==> src/rtl/led_chaser.sv <==
// led_chaser: LED flow controller for an LED_W-wide bank.
// It shows one of four patterns, which can be changed at run time. An internal
// prescaler sets the step rate. The prescaler has a speed select and a pause input.
//
// Ports:
//   clk        system clock
//   rst_n      asynchronous active-low reset
//   mode       0 rotate-left, 1 rotate-right, 2 ping-pong, 3 bar fill/clear
//   speed_sel  step period = STEP_CYCLES >> speed_sel
//   pause      1 = freeze prescaler and pattern
//   duty       PWM brightness (only when LED_PWM_EN is defined)
//   led_out    LED drive, 1 = lit (registered)
//   step_pulse one-cycle strobe, high in the cycle led_out takes a new step
//
// Optional feature macro: LED_PWM_EN (adds duty port and PWM dimming).
module led_chaser #(
   parameter int LED_W       = 4,
   parameter int STEP_CYCLES = 25000000,
   parameter int PWM_BITS    = 8
) (
   input  logic                clk,
   input  logic                rst_n,
   input  logic [1:0]          mode,
   input  logic [1:0]          speed_sel,
   input  logic                pause,
`ifdef LED_PWM_EN
   input  logic [PWM_BITS-1:0] duty,
`endif
   output logic [LED_W-1:0]    led_out,
   output logic                step_pulse
);

   localparam int CW = $clog2(STEP_CYCLES);

   typedef enum logic {DIR_LEFT = 1'b0, DIR_RIGHT = 1'b1} dir_t;

   logic [CW-1:0]    count, count_nxt, period_m1;
   logic [31:0]      period;
   logic [LED_W-1:0] pattern, pattern_nxt, stepped;
   dir_t             dir, dir_nxt;
   logic [1:0]       mode_q;
   logic             tick, pulse_nxt;

   assign period    = 32'(STEP_CYCLES) >> speed_sel;
   assign period_m1 = CW'(period - 32'd1);
   // ">=" so a count left above a freshly shortened period wraps straight away
   assign tick      = !pause && (count >= period_m1);

   // Pattern advance, evaluated only when a tick is taken
   always_comb begin
      stepped = pattern;
      dir_nxt = dir;
      case (mode_q)
         2'd0: stepped = {pattern[LED_W-2:0], pattern[LED_W-1]};
         2'd1: stepped = {pattern[0], pattern[LED_W-1:1]};
         2'd2: begin
            if (dir == DIR_LEFT) begin
               stepped = {pattern[LED_W-2:0], 1'b0};
               if (stepped[LED_W-1]) dir_nxt = DIR_RIGHT;
            end else begin
               stepped = {1'b0, pattern[LED_W-1:1]};
               if (stepped[0]) dir_nxt = DIR_LEFT;
            end
         end
         default: stepped = (&pattern) ? '0 : {pattern[LED_W-2:0], 1'b1};
      endcase
   end

   // Mode change wins over a coincident tick and over pause
   logic mode_chg;
   dir_t dir_sel;
   assign mode_chg = (mode != mode_q);

   always_comb begin
      pattern_nxt = pattern;
      count_nxt   = count;
      dir_sel     = dir;
      pulse_nxt   = 1'b0;
      if (mode_chg) begin
         pattern_nxt = LED_W'(1);
         count_nxt   = '0;
         dir_sel     = DIR_LEFT;
      end else if (!pause) begin
         if (tick) begin
            pattern_nxt = stepped;
            dir_sel     = dir_nxt;
            count_nxt   = '0;
            pulse_nxt   = 1'b1;
         end else begin
            count_nxt = count + CW'(1);
         end
      end
   end

   always_ff @(posedge clk or negedge rst_n) begin
      if (!rst_n) begin
         pattern    <= LED_W'(1);
         count      <= '0;
         dir        <= DIR_LEFT;
         mode_q     <= 2'd0;
         step_pulse <= 1'b0;
      end else begin
         pattern    <= pattern_nxt;
         count      <= count_nxt;
         dir        <= dir_sel;
         mode_q     <= mode;
         step_pulse <= pulse_nxt;
      end
   end

`ifdef LED_PWM_EN
   logic [PWM_BITS-1:0] pwm_cnt;
   logic [LED_W-1:0]    led_q;

   // Gate the next pattern so that dimming does not delay the step edge
   always_ff @(posedge clk or negedge rst_n) begin
      if (!rst_n) begin
         pwm_cnt <= '0;
         led_q   <= LED_W'(1);
      end else begin
         pwm_cnt <= pwm_cnt + PWM_BITS'(1);
         led_q   <= pattern_nxt & {LED_W{pwm_cnt < duty}};
      end
   end
   assign led_out = led_q;
`else
   assign led_out = pattern;
`endif

endmodule
==> config.mk <==
export PLATFORM = sky130hd
export DESIGN_NAME = led_chaser
export DESIGN_NICKNAME = d
export VERILOG_FILES = /design/src/rtl/led_chaser.sv
export SDC_FILE = /design/constraint.sdc
export NUM_CORES = 1
export LEC_CHECK = 0
export BUFFER_PORTS_ARGS = -buffer_cell sky130_fd_sc_hd__buf_2
export CAP_MARGIN = 20
export CORE_MARGIN = 4
export CORE_UTILIZATION = 45
export DETAILED_ROUTE_END_ITERATION = 10
export GPL_ROUTABILITY_DRIVEN = 0
export GPL_TIMING_DRIVEN = 0
export SKIP_CTS_REPAIR_TIMING = 1
export SLEW_MARGIN = 20
export SYNTH_ARGS = -nofsm -noshare
export SYNTH_HDL_FRONTEND = slang
export SYNTH_SLANG_ARGS = --single-unit
==> constraint.sdc <==
create_clock -name clk -period 4.5 [get_ports clk]
set_input_delay 0.225 -clock clk [delete_from_list [all_inputs] [get_ports clk]]
set_output_delay 0.225 -clock clk [all_outputs]
set_load 0.05 [all_outputs]
==> results by group <==
Worst setup path
  • WP data arrival: about 3500 ps
  • Setup Crit Path Kind: input port to register
  • CP startpoint: speed_sel[0]
  • R2R Setup Slk: approximately 1500 ps
  • Reg-to-reg startpoint: count[8]
  • R2r endpoint: count[8]
  • Endpoint type of the worst setup path: register
  • Required time worst endpoint: around 4700 ps
  • Max stage delay on crit path: 520 ps
  • Worst setup path endpoint: count[8]
  • CP max stage cell: a211oi_4
  • Max Fanout on Critical Path: 10
  • FF-to-FF path depth: 9
  • Crit start category: input port
  • Critical path, cell by cell: buf_2 -> inv_1 -> nor2_1 -> inv_1 -> ha_1 -> ha_1 -> a21oi_1 -> o211ai_1 -> a311oi_1 -> o32ai_2 -> a211oi_4 -> nand2_2 -> buf_6 -> o311ai_2

Power
  • Pwr Total: 596.5 uW
  • PD cells: 228.3 nW/um^2
  • VDD IR-drop max: about 0.23 mV
  • Leak: roughly 0.0011 uW

Clock tree
  • TritonCTS clock tree: done
  • CTS sink count: 33
  • Worst-path clk slew: 70 ps
  • CTS Root Cell: clkbuf_8
  • Skew-Pair Late Insertion Delay: 280 ps
  • Total CTS buffers: 5
  • H-tree levels: 2
  • Clock Tree Buf Depth: 2

Final layout
  • Register area: 827.0 sq um
  • Final nets: roughly 310
  • Proportion of layout cells with a drive suffix above 1: 0.1439
  • Area Growth Syn to Fin: 9.837%
  • Multi-input gate area in the final layout: 1460 sq um
  • Ant. Diodes: 0
  • # fillers: ~500

Placed design
  • Detailed placer's ending HPWL: roughly 4200 microns
  • I/O Buffers: 10

Timing
  • Rel. slew slack: 0.4969
  • Worst Max-Slew Pin Slew: approximately 750 ps
  • Skew final: 6.456 ps
  • TNS Setup: 0 ps
  • Final Hold Fails: 0
  • Highest clock rate: around 0.31 GHz
  • Setup Viol. Count Final: 0
  • RSZ-0062 raised after global routing: false
  • Tmin final: about 3300 ps
  • Fin crit share: 0.7261
  • Final Max Slew Viols: 0

Floorplanning
  • Rows: 26
  • Top Ports: 12
  • Starting Density: 0.4657
  • Die area: approximately 6500 sq um
  • Chip height: approximately 81 microns
  • Die W: 80.70 microns
  • Core area: 5107 sq um

Drt
  • Detailed-route wire length: about 5600 microns
  • Initial DRC Count: 135
  • DR WL/cell: around 16 microns
  • Avg Vias per Cell: 5.766
  • Vias: about 2000
  • DRT Pass-1 Iters: 4
  • Routed Antenna Nets: 0
  • Drt drc: 0

Logic synthesis
  • Avg Inst Size Synth: around 8.9 sq um
  • Seq cells post-synth: 33
  • Synth warn: 0
  • Seq/Total Area, Yosys: 0.3477
  • Synth Instances: approximately 270
  • Netlist cell types: between 50 and 60
  • Syn Std Cell Area: approximately 2400 sq um

Global routing
  • Antenna violations before repair: 0
  • Largest net degree at the start of global routing: 34
  • Total grt overflow: 0
  • First-pass GRT wire length: ~9600 microns
  • Tot GR Track Use: 0.1940
  • Vias in the first global route: 1990

Min path
  • Hold WC Path Type: input port to async pin

Status
  • Status: finished clean

Flow run
  • Max_cap viols: 0
cell usage in the layout, fill, tap and decap left out, types with 4 or more instances in the layout:
| cell | count |
|---|---|
| a21oi_1 | 15 |
| and3_1 | 9 |
| buf_2 | 13 |
| clkbuf_1 | 4 |
| clkbuf_8 | 6 |
| dfrtp_1 | 32 |
| ha_1 | 21 |
| inv_1 | 15 |
| nand2_1 | 32 |
| nand3_1 | 25 |
| nand4_1 | 8 |
| nor2_1 | 21 |
| o21ai_0 | 6 |
| o22ai_1 | 4 |
| o311ai_2 | 6 |
| or2_2 | 4 |
| xnor2_1 | 4 |
| xor2_1 | 7 |
how the worst min path moves through the flow:
stage | from | end | slack [ps] | cells past startpoint
CTS | rst_n | count[13] | 30 | 1
detailed placement | rst_n | count[13] | 340 | 1
global placement | rst_n | count[13] | 350 | 1
global route | rst_n | count[13] | 70 | 1
floorplan | rst_n | count[0] | -70 | 0
finish | rst_n | count[13] | 4 | 1
final cells by class:
class                   count  share of cell area
well taps                  70             0.03352
repair buffers             10             0.01916
inverters                  16             0.02299
flip-flops and latches     33              0.3166
plain buffers               8             0.01580
multi-input cells         211              0.5589
clock buffers               7             0.03305
power breakdown:
| group | internal [uW] | switching [uW] | total, uW |
|---|---|---|---|
| combinational | 21.2 | 50.4 | 71.6 |
| clock | 121 | 104 | 225 |
| sequential | 298 | 1.32 | 300 |
| total | 441 | 156 | 597 |
state kept, by name (all words and copies together) (netlist names):
register    count
step_pulse      1
count          25
mode_q          2
led_out         4
dir             1
cells by family after synthesis:
family / after synthesis / share of synthesized area
flops: 33 / 0.3477
compound gates: 56 / 0.1994
other cells: 2 / 0.003157
xor+xnor: 11 / 0.04050
simple gates: 118 / 0.2467
buf+inv: 24 / 0.04260
mux: 2 / 0.009468
fa+ha+maj: 21 / 0.1105
synth_stat cells (all sizes together):
master | instances | area share
a2111oi | 1 | 0.012
a211oi | 2 | 0.012
a21boi | 1 | 0.0032
a21o | 2 | 0.0063
a21oi | 15 | 0.032
a221oi | 1 | 0.0037
a22o | 3 | 0.011
a311o | 1 | 0.0042
a311oi | 1 | 0.0037
a31oi | 1 | 0.0026
and2 | 3 | 0.0079
and3 | 9 | 0.024
and4 | 1 | 0.0037
buf | 5 | 0.013
clkbuf | 3 | 0.0047
conb | 2 | 0.0032
dfrtp | 32 | 0.34
dfstp | 1 | 0.011
ha | 21 | 0.11
inv | 16 | 0.025
mux2 | 2 | 0.0095
nand2 | 33 | 0.053
nand2b | 2 | 0.0084
nand3 | 25 | 0.053
nand4 | 8 | 0.021
nand4b | 1 | 0.0037
nor2 | 21 | 0.033
nor2b | 1 | 0.0026
nor3 | 4 | 0.011
nor4 | 4 | 0.011
o211ai | 1 | 0.0032
o21ai | 7 | 0.015
o21bai | 1 | 0.0032
o22ai | 4 | 0.011
o311a | 2 | 0.0084
o311ai | 11 | 0.059
o32ai | 1 | 0.0068
o41ai | 1 | 0.0037
or2 | 4 | 0.011
or3 | 2 | 0.0053
xnor2 | 4 | 0.015
xor2 | 7 | 0.026
per-layer routing:
metal | up-vias | routed length [microns] | global-route usage
met5 | - | 0 | 0
li1 | 1013 | - | -
met2 | 44 | 2640 | 0.3146
met4 | 0 | 88 | 0.07939
met3 | 7 | 212 | 0.02578
met1 | 983 | 2645 | 0.2607
metrics by stage:
stage	utilization	hold slack (ps)	instances	worst slack, ps	area (sq um)
after floorplan	-	-70.59	268	1779	2382
after global placement	0.4934	348.6	348	894.1	2520
after detailed placement	0.4934	339.7	348	953.0	2520
after CTS	0.5103	29.07	355	1230	2606
after global routing	0.5115	71.08	355	955.4	2613
final	0.5115	4.406	355	1232	2613
critical path, delay by kind of cell:
family	cells	cell delay [ps]
buffers and inverters	4	550
AND/OR/NAND/NOR	2	510
adder cells (fa/ha/maj)	2	590
AO/OA/AOI/OAI	6	1570
Note: power is estimated with default switching activity, not from simulation.
